$ cat src/rtl/jtcop_pkg.sv
// Shared definitions for the object-ROM slot: FSM encoding and region base.
package jtcop_pkg;

    // Fetch sequencer states
    typedef enum logic [1:0] {
        ST_IDLE  = 2'd0,
        ST_REQ   = 2'd1,
        ST_BEAT0 = 2'd2,
        ST_BEAT1 = 2'd3
    } objrom_state_t;

    // Default SDRAM half-word base of the object graphics region
    localparam logic [21:0] JTCOP_OBJ_OFFSET = 22'h0;

endpackage

$ cat src/rtl/jtcop_objrom_slot.sv
// Object-engine ROM responder: a single-entry line in front of a 16-bit
// SDRAM bank. A miss becomes one two-beat burst; the low half arrives first.
module jtcop_objrom_slot
    import jtcop_pkg::*;
#(
    parameter int              AW     = 17,
    parameter int              SDW    = 22,
    parameter logic [SDW-1:0]  OFFSET = SDW'(JTCOP_OBJ_OFFSET)
) (
    input  logic           clk,
    input  logic           rst_n,
    input  logic           rom_cs,
    input  logic [AW-1:0]  rom_addr,
    output logic [31:0]    rom_data,
    output logic           rom_ok,
    output logic           sdram_rd,
    output logic [SDW-1:0] sdram_addr,
    input  logic           sdram_ack,
    input  logic           sdram_dok,
    input  logic [15:0]    sdram_din,
    input  logic           flush
);

    objrom_state_t  state_reg, state_next;
    logic [AW-1:0]  req_addr_reg, req_addr_next;
    logic [AW-1:0]  tag_reg, tag_next;
    logic           valid_reg, valid_next;
    // Set when a flush lands while a burst is outstanding; the burst must
    // still run to completion, but its result must not become valid.
    logic           discard_reg, discard_next;
    logic [15:0]    lo_reg, lo_next;
    logic [31:0]    rom_data_next;
    logic           sdram_rd_next;
    logic [SDW-1:0] sdram_addr_next;
    logic           hit;
    logic [SDW-1:0] beat0_addr;

    // Word address -> half-word address; overflow past SDW bits wraps
    assign beat0_addr = OFFSET + SDW'({rom_addr, 1'b0});

    // Hit is combinational so rom_ok tracks rom_addr within the same cycle
    assign hit    = valid_reg & (tag_reg == rom_addr);
    assign rom_ok = rom_cs & hit;

    // State and datapath registers
    always_ff @(posedge clk or negedge rst_n) begin
        if (!rst_n) begin
            state_reg    <= ST_IDLE;
            req_addr_reg <= '0;
            tag_reg      <= '0;
            valid_reg    <= 1'b0;
            discard_reg  <= 1'b0;
            lo_reg       <= '0;
            rom_data     <= '0;
            sdram_rd     <= 1'b0;
            sdram_addr   <= '0;
        end else begin
            state_reg    <= state_next;
            req_addr_reg <= req_addr_next;
            tag_reg      <= tag_next;
            valid_reg    <= valid_next;
            discard_reg  <= discard_next;
            lo_reg       <= lo_next;
            rom_data     <= rom_data_next;
            sdram_rd     <= sdram_rd_next;
            sdram_addr   <= sdram_addr_next;
        end
    end

    // Next-state and fill logic
    always_comb begin
        state_next      = state_reg;
        req_addr_next   = req_addr_reg;
        tag_next        = tag_reg;
        valid_next      = valid_reg & ~flush;
        discard_next    = discard_reg | flush;
        lo_next         = lo_reg;
        rom_data_next   = rom_data;
        sdram_rd_next   = sdram_rd;
        sdram_addr_next = sdram_addr;

        case (state_reg)
            ST_IDLE: begin
                // A flush seen here only affects the current line
                discard_next = 1'b0;
                if (rom_cs && !hit) begin
                    req_addr_next   = rom_addr;
                    sdram_addr_next = beat0_addr;
                    sdram_rd_next   = 1'b1;
                    state_next      = ST_REQ;
                end
            end
            ST_REQ: begin
                if (sdram_ack) begin
                    sdram_rd_next = 1'b0;
                    // The first beat may arrive together with the ack
                    if (sdram_dok) begin
                        lo_next    = sdram_din;
                        state_next = ST_BEAT1;
                    end else begin
                        state_next = ST_BEAT0;
                    end
                end
            end
            ST_BEAT0: begin
                if (sdram_dok) begin
                    lo_next    = sdram_din;
                    state_next = ST_BEAT1;
                end
            end
            ST_BEAT1: begin
                if (sdram_dok) begin
                    state_next = ST_IDLE;
                    if (!(discard_reg || flush)) begin
                        rom_data_next = {sdram_din, lo_reg};
                        tag_next      = req_addr_reg;
                        valid_next    = 1'b1;
                    end
                end
            end
            default: state_next = ST_IDLE;
        endcase
    end

endmodule
$ cat config.mk
export PLATFORM = sky130hd
export DESIGN_NAME = jtcop_objrom_slot
export DESIGN_NICKNAME = d
export VERILOG_FILES = /design/src/rtl/jtcop_pkg.sv /design/src/rtl/jtcop_objrom_slot.sv
export SDC_FILE = /design/constraint.sdc
export NUM_CORES = 1
export LEC_CHECK = 0
export ABC_AREA = 1
export BUFFER_PORTS_ARGS = -buffer_cell sky130_fd_sc_hd__clkbuf_2
export CAP_MARGIN = 20
export CORE_MARGIN = 10
export CORE_UTILIZATION = 35
export DETAILED_ROUTE_END_ITERATION = 6
export GPL_ROUTABILITY_DRIVEN = 0
export GPL_TIMING_DRIVEN = 0
export PLACE_DENSITY = 0.63
export SKIP_CTS_REPAIR_TIMING = 1
export SYNTH_ARGS = -nofsm -noshare
export SYNTH_HDL_FRONTEND = slang
export SYNTH_SLANG_ARGS = --single-unit
$ cat constraint.sdc
create_clock -name clk -period 1.74 [get_ports clk]
set_input_delay 0.348 -clock clk [delete_from_list [all_inputs] [get_ports clk]]
set_output_delay 0.348 -clock clk [all_outputs]
set_load 0.1 [all_outputs]
==> flow_summary.toml, run 1 <==
[status]
outcome = "finished with violations"
violations = "setup timing"

[routing]
drtPass1Iterations = 4
drt_iter0_drc = 193
vias_per_cell = 4.514
antenna_left = 0
drc_errors = 0
drt_wl_total_um = 9761
vias = 2979
wl_per_cell_um = 14.79

[clocking]
htreeDepth = 3
cts_tree = "yes"
cts_buffers = 9
cts_buffer_depth = 2
cts_root_buf = "clkbuf_8"
clk_latency_ps = 360
clock-sinks = 87
path_clk_slew_ps = 90

[sta]
fin_skew_ps = 16.36
post-route-period-util_pct = 113.6
layout_setup_ws_ps = -237.0
max_slew_margin_pct = 60.99
rsz0062_at_grt = "true"
setup_violations = 1
max_freq_mhz = 505.8
finalMaxSlewViolations = 0
timing.setup.tns_ps = -237.0
finalCriticalPeriod_ps = 1977
finalHoldViolCount = 0
tightest_slew_ps = 587.6

[placement]
dpl.hpwl_um = 7341
dpl.cell_count = 639
port_buffers = 89
dpl_cell_area_sq_um = 4511

[critical_path]
cp.depth = 8
worstSetupStartpoint = "tag_reg[13]$_DFFE_PN0P_"
crit_chain = "nand2_1 > nand2_1 > nor2_2 > nand2_2 > nor2_4 > nand3_4 > nor2_4 > buf_12"
endpoint = "rom_ok"
cp_max_fo = 3
r2r_start = "tag_reg[13]$_DFFE_PN0P_"
end_kind = "output port"
r2r_slack_ps = 80
path_delay_family = "simple AND/OR/NAND/NOR gates"
slowest_stage = "dfrtp_1"
worst-setup-path-type = "register to output port"
max_stage_delay_ps = 400
cp.arrival_ps = 1630
rr_worst_depth = 12
crit_required_ps = 1390
regToRegEndpoint = "req_addr_reg[10]$_DFFE_PN0P_"
cp_num_buf_inv = 1
cp-start-kind = "register"

[global_route]
grt_pass1_vias = 3180
antenna_found_initial = 0
grt_max_degree = 66
grt_pass1_wl_um = 16150
grt-ovfl-total = 0
grt_usage_pct = 12.65

[synthesis]
synth.avg_cell_area_sq_um = 9.475
ys_seq_area_share_pct = 56.73
synthCells = 405
ys_warn_count = 0
yosys_register_bits = 87
synth_area_sq_um = 3837
ys_types = 30

[layout]
diodes = 0
fin_nets = 558
drive_above_1_share_pct = 35.38
n_fill_cell = 1045
final_cells = 660
layout_common_cells = "103 x nand2_1, 94 x clkbuf_2, 87 x dfrtp_1"
design_area_sq_um = 4836
layout_commonest_cell = "nand2_1"
largest_reg_flops = 32
syn_to_final_growth_pct = 26.02

[floorplanning]
ios = 95
rows = 38
die_h_um = 124.7
start_util_pct = 35.56
core_sq_um = 10790
die_x_um = 124.7
die_area_sq_um = 15550

[min_path]
min_path_type = "input pin to register"

[run]
drv_cap = 0
-- metal layers --
layer  wire length [um]  global-route usage, %  up-vias
met3                916                  5.702       14
met5                  0                      0        -
met2               4396                  19.98       91
li1                   -                      -     1465
met1               4325                  15.19     1409
met4                123                  3.564        0
-- worst register-to-register path, cell delays in order (launching register included) --
cell	delay [ps]
dfrtp_1	400
nand2_1	80
nand2_1	70
nor2_2	120
nand2_2	80
nor2_4	100
nand3_4	100
buf_4	160
nand2_4	80
nor2_8	60
buf_8	160
nand2_1	80
o21ai_2	50
-- area by class of cell --
class	count	area, sq um	share of cell area, %
flip-flops and latches	87	2177	45.02
clock buffers	11	141.4	2.924
inverters	64	240.2	4.968
repair buffers	95	530.5	10.97
well taps	140	175.2	3.622
multi-input cells	238	1353	27.97
plain buffers	20	161.4	3.338
clock inverters	5	57.56	1.190
-- synthesized netlist by cell type, drive strengths merged --
library cell | instances | share of area, %
buf | 13 | 2.6
clkbuf | 7 | 0.68
conb | 1 | 0.098
dfrtp | 87 | 57
ha | 4 | 1.3
inv | 64 | 6.3
mux2 | 16 | 4.7
nand2 | 114 | 12
nand3 | 6 | 1.2
nand4 | 3 | 0.49
nor2 | 13 | 2.0
o211ai | 2 | 0.39
o21ai | 68 | 11
o21bai | 1 | 0.20
or2 | 2 | 0.33
xnor2 | 4 | 0.91
-- metrics by stage --
stage               hold WS, ps  worst slack [ps]  util (%)
finish                    227.4            -237.0     44.81
global route              218.7            -348.3     44.81
CTS                      -72.31            -533.6     43.64
detailed placement        316.2            -228.9     41.79
global placement          461.6            -665.4     41.51
floorplan                 52.41             50.96         -
-- worst min path at each step --
stage | slack [ps] | to | depth (start not counted) | from
global route | 220 | req_addr_reg[6]$_DFFE_PN0P_ | 3 | rom_addr[6]
CTS | -70 | sdram_rd$_DFFE_PN0P_ | 1 | rst_n
floorplan | 50 | discard_reg$_DFF_PN0_ | 0 | rst_n
global placement | 460 | lo_reg[2]$_DFFE_PN0P_ | 2 | lo_reg[2]$_DFFE_PN0P_
finish | 230 | req_addr_reg[6]$_DFFE_PN0P_ | 3 | rom_addr[6]
detailed placement | 320 | req_addr_reg[7]$_DFFE_PN0P_ | 1 | rst_n
-- logic make-up after synthesis --
family	after synthesis	share of synthesized area, %
AOI/OAI and AO/OA	71	11.12
xor gates and xnor gates	4	0.9129
adders and majority gates	4	1.304
buffers and inverters	84	9.586
DFF	87	56.73
muxes	16	4.695
other	1	0.09772
and+or+nand+nor	138	15.55
Power of run 1 is left out: the tool's default activity adds up to more than one toggle a clock period on the data nets, which glitch-free logic cannot reach.
==> run 2: changes to the inputs <==
--- a/config.mk
+++ b/config.mk
@@ -6,8 +6,10 @@
 export NUM_CORES = 1
 export LEC_CHECK = 0
 export ABC_AREA = 1
+export ABC_CLOCK_PERIOD_IN_PS = 1740
 export BUFFER_PORTS_ARGS = -buffer_cell sky130_fd_sc_hd__clkbuf_2
 export CAP_MARGIN = 20
+export CORE_ASPECT_RATIO = 1.1
 export CORE_MARGIN = 10
 export CORE_UTILIZATION = 35
 export DETAILED_ROUTE_END_ITERATION = 6
==> run 2 against run 1 <==
The run ends with hold timing, setup timing left. Routed wire length down 1.8%. Core utilization up 0.45 points. Final cell count up 0.61%. Non-clock buffer count down 1. Sequential cell count unchanged. Hold slack worse by 240 ps. Count of clock-buffer cells in the layout down 1. Critical endpoint unchanged.
==> flow_summary.toml, run 2 (synthesis results as in run 1) <==
[clocking]
cts_buffer_depth = 2
clock-sinks = 87
cts_root_buf = "clkbuf_16"
clk_latency_ps = 330
cts_buffers = 9
cts_tree = "yes"
htreeDepth = 3
path_clk_slew_ps = 60

[critical_path]
worst-setup-path-type = "register to output port"
crit_chain = "inv_1 > nand2_1 > nand2_1 > nor2_1 > nand2_1 > nor2_4 > nand3_4 > nor2_4 > buf_12"
worst_path_most_repeated_cell = "nand2_1"
slowest_stage = "dfrtp_1"
cp.arrival_ps = 1610
max_stage_delay_ps = 370
cp_max_fo = 3
crit_required_ps = 1390
end_kind = "output port"
cp-start-kind = "register"

[status]
violations = "hold timing, setup timing"
outcome = "finished with violations"

[placement]
dpl.hpwl_um = 7254
port_buffers = 89

[routing]
drc_errors = 0
vias_per_cell = 4.401
drtPass1Iterations = 6
antenna_left = 0
vias = 2922
drt_iter0_drc = 158
wl_per_cell_um = 14.44
drt_wl_total_um = 9586

[layout]
syn_to_final_growth_pct = 27.49
drive_above_1_share_pct = 33.66
layout_commonest_cell = "nand2_1"
fin_nets = 557
layout_common_cells = "108 x nand2_1, 93 x clkbuf_2, 87 x dfrtp_1"
diodes = 0
largest_reg_flops = 32
final_core_util_pct = 45.25

[global_route]
grt_pass1_wl_um = 16030
antenna_found_initial = 0
grt-ovfl-total = 0
grt_max_degree = 59
grt_usage_pct = 12.85
grt_pass1_vias = 3168

[floorplanning]
core_sq_um = 10810
die_h_um = 129.8
die_area_sq_um = 15560
die_x_um = 119.8
start_util_pct = 35.50
ios = 95
rows = 40

[sta]
post-route-period-util_pct = 112.5
hold_ws_ps = -10.08
timing.setup.tns_ps = -218.3
finalMaxSlewViolations = 0
rsz0062_at_grt = "true"
max_freq_mhz = 510.6
setup_violations = 1
fin_skew_ps = 6.467
tightest_slew_ps = 577.9
finalCriticalPeriod_ps = 1958
max_slew_margin_pct = 61.64
layout_setup_ws_ps = -218.3
finalHoldViolCount = 15

[run]
drv_cap = 0

[min_path]
min_path_type = "input pin to async pin"
[run 2: changes by cell type in the layout (fill, tap and decap cells not counted), moves of 2 or more]
| cell | previous run | this run |
|---|---|---|
| nand2_1 | 103 | 108 |
| clkbuf_8 | 10 | 1 |
| clkbuf_16 | 0 | 9 |
| nor2_2 | 3 | 1 |
| nor2_1 | 6 | 9 |
| clkinv_4 | 2 | 0 |
| nand2_2 | 9 | 5 |
[run 2: path summary, 6_finish.rpt]
path	from	end	slack, ps	depth (start not counted)
hold reg to reg	discard_reg$_DFF_PN0_	discard_reg$_DFF_PN0_	480	2
setup / recovery	tag_reg[14]$_DFFE_PN0P_	rom_ok	-220	9
setup reg to reg	tag_reg[14]$_DFFE_PN0P_	req_addr_reg[13]$_DFFE_PN0P_	80	13
min in group clk	flush	valid_reg$_DFF_PN0_	240	2
hold / removal	rst_n	req_addr_reg[9]$_DFFE_PN0P_	-10	1
max in group asynchronous	rst_n	state_reg[0]$_DFFE_PN0P_	1110	2
[run 2: final cells by class]
type	instances	area, sq um
Buffer	20	161.4
Multi-Input combinational cell	238	1323
Inverter	64	240.2
Tap cell	147	183.9
Clock buffer	10	239.0
Sequential cell	87	2177
Timing Repair Buffer	94	520.5
Clock inverter	4	47.55
Fill cell	1098	5918
[run 2: worst max-delay path: cells and delay by family (launching register included)]
family | cells | cell delay, ps
DFF | 1 | 370
buffers and inverters | 2 | 230
and+or+nand+nor | 7 | 690
[run 2: metal layers]
layer,GRT usage [%],up-vias,wire length (um)
li1,-,1466,-
met1,14.90,1364,4299
met2,20.73,81,4355
met3,5.186,11,768
met4,5.469,0,163
met5,0,-,0
[run 2: stage by stage]
stage | instance area (sq um) | setup slack, ps | instances
after detailed placement | 4519 | -216.0 | 646
final | 4892 | -218.3 | 664
after global placement | 4489 | -671.6 | 645
after global routing | 4892 | -340.8 | 664
after floorplan | 3860 | 50.96 | 409
after CTS | 4806 | -484.6 | 660
Power of run 2 is left out for the same reason.
==> run 3: changes to the inputs <==
--- a/config.mk
+++ b/config.mk
@@ -5,8 +5,8 @@
 export SDC_FILE = /design/constraint.sdc
 export NUM_CORES = 1
 export LEC_CHECK = 0
-export ABC_AREA = 1
-export ABC_CLOCK_PERIOD_IN_PS = 1740
+export ABC_AREA = 0
+export ABC_CLOCK_PERIOD_IN_PS = 1750
 export BUFFER_PORTS_ARGS = -buffer_cell sky130_fd_sc_hd__clkbuf_2
 export CAP_MARGIN = 20
 export CORE_ASPECT_RATIO = 1.1
@@ -15,7 +15,7 @@
 export DETAILED_ROUTE_END_ITERATION = 6
 export GPL_ROUTABILITY_DRIVEN = 0
 export GPL_TIMING_DRIVEN = 0
-export PLACE_DENSITY = 0.63
+export PLACE_DENSITY = 0.66
 export SKIP_CTS_REPAIR_TIMING = 1
 export SYNTH_ARGS = -nofsm -noshare
 export SYNTH_HDL_FRONTEND = slang
==> constraint.sdc (replaced) <==
create_clock -name clk -period 1.75 [get_ports clk]
set_input_delay 0.35 -clock clk [delete_from_list [all_inputs] [get_ports clk]]
set_output_delay 0.35 -clock clk [all_outputs]
set_load 0.1 [all_outputs]
==> run 3 against run 2 <==
The flow finishes with violations (setup timing). Sequential share of layout area shrank 1.6 points. Non-clock buffer count increased by 3. Critical path depth shrank 4. Critical endpoint unchanged.
==> flow_summary.toml, run 3 <==
[floorplanning]
die_area_sq_um = 15190
rows = 39
die_x_um = 118.4
start_util_pct = 35.87
core_sq_um = 10390
ios = 95
die_h_um = 128.3

[clocking]
cts_tree = "yes"
cts_buffer_depth = 2
clk_latency_ps = 330
clock-sinks = 87
htreeDepth = 3
cts_buffers = 9
cts_root_buf = "clkbuf_16"
path_clk_slew_ps = 70

[sta]
rsz0062_at_grt = "true"
max_freq_mhz = 435.1
setup_violations = 21
post-route-period-util_pct = 131.3
tightest_slew_ps = 618.3
finalCriticalPeriod_ps = 2298
fin_skew_ps = 7.735
max_slew_margin_pct = 58.78
finalHoldViolCount = 0
layout_setup_ws_ps = -548.5
finalMaxSlewViolations = 0

[layout]
largest_reg_flops = 32
register_area_sq_um = 2180
fin_nets = 413
drive_above_1_share_pct = 61.60
design_area_sq_um = 5076
n_fill_cell = 941
multi_input_area_sq_um = 1587
layout_common_cells = "87 x clkbuf_2, 85 x dfrtp_1, 55 x mux2_2"
layout_commonest_cell = "clkbuf_2"
diodes = 0
syn_to_final_growth_pct = 36.14

[global_route]
grt-ovfl-total = 0
antenna_found_initial = 0
use_met3_pct = 5.330
grt_max_degree = 47
gr-usage-met2_pct = 17.12
grt.busiest_layer = "met2"
grt_use_met1_pct = 13.36
grt_pass1_vias = 2644
grt_usage_pct = 11.04
grt_pass1_wl_um = 13520

[critical_path]
cp.arrival_ps = 1950
crit_required_ps = 1400
rr_worst_depth = 7
cp-start-kind = "register"
cp_max_fo = 2
slowest_stage = "or4_4"
crit_chain = "xor2_1 > or4_4 > nor3_2 > and3_4 > buf_12"
worst-setup-path-type = "register to output port"
max_stage_delay_ps = 540
end_kind = "output port"

[synthesis]
synth_edf_count = 0
synth_top_cell_by_area = "dfrtp_1"
ys_warn_count = 0
synth_common_cells = "87 x dfrtp_1, 74 x mux2_2, 10 x xnor2_1"
synth.avg_cell_area_sq_um = 14.80
ys_seq_area_share_pct = 58.39
yosys_register_bits = 87
synth_area_leaders = "dfrtp_1 58%, mux2_2 22%, mux2_4 3.6%"
yosysTopAreaCellShare_pct = 58.39
synth_area_sq_um = 3729
synthCells = 252
synth.most_common_cell = "dfrtp_1"
synthArstFlopShare_pct = 100.0
ys.flop_type = "dfrtp_1"
ys_types = 33

[routing]
drt_iter0_drc = 122
vias = 2441
wl_per_cell_um = 16.83
drc_errors = 0
drt_wl_total_um = 8720
vias_per_cell = 4.712
drtPass1Iterations = 4
antenna_left = 0

[run]
drv_cap = 0

[status]
violations = "setup timing"
outcome = "finished with violations"

[placement]
port_buffers = 89
dpl_cell_area_sq_um = 4438
dpl.hpwl_um = 6278

[min_path]
min_path_type = "input pin to async pin"
## run 3: layout make-up
class | count | area share [%]
sequential | 87 | 42.94
multi-input combinational | 149 | 31.25
timing repair buffer | 104 | 13.21
clock buffer | 12 | 5.053
tap | 143 | 3.525
buffer | 13 | 2.465
clock inverter | 4 | 1.060
inverter | 6 | 0.4930
## run 3: path summary, 6_finish.rpt
check                      slack, ps                    start                      endpoint
min in group clk                 260             sdram_din[8]         lo_reg[8]$_DFFE_PN0P_
setup reg to reg                -520   tag_reg[4]$_DFFE_PN0P_  req_addr_reg[10]$_DFFE_PN0P_
setup / recovery                -550  tag_reg[11]$_DFFE_PN0P_                        rom_ok
max in group asynchronous       1050                    rst_n      rom_data[13]$_DFFE_PN0P_
hold / removal                    50                    rst_n  req_addr_reg[13]$_DFFE_PN0P_
hold reg to reg                  490      valid_reg$_DFF_PN0_           valid_reg$_DFF_PN0_
## run 3: worst max-delay path: cells and delay by family (launching register included)
family                 cells  cell delay [ps]
AND/OR/NAND/NOR            3              910
buffers and inverters      1              170
flip-flops                 1              380
XOR/XNOR                   1              150
## run 3: metal layers
metal | vias up | routed length, um
li1 | 1117 | -
met3 | 4 | 709
met5 | - | 0
met4 | 0 | 38
met1 | 1244 | 3800
met2 | 76 | 4172
## run 3: cell families (layout without fill, tap and decap cells)
family          count (synthesis)  count (layout)  synth area share, %
compound gates                 12              12                2.483
xor+xnor                       17              17                3.993
fa+ha+maj                       4               4                1.342
buf+inv                        20             139                3.155
flops                          87              87                58.39
mux                            83              83                25.97
other cells                     1               5               0.1006
simple gates                   28              28                4.563
## run 3: through the flow
step           hold WS (ps)  setup TNS (ps)  util [%]  worst slack, ps  instances
2_1_floorplan         54.41           -5138         -           -294.2        256
3_3_place_gp          465.6          -82460     42.41           -668.8        488
3_5_place_dp          426.8          -31350     42.70           -674.0        489
4_1_cts               65.80          -31160     45.68           -946.4        505
5_1_grt               83.67          -10810     48.84           -624.9        518
6_report              51.09           -9258     48.84           -548.5        518
Power of run 3 is left out for the same reason.
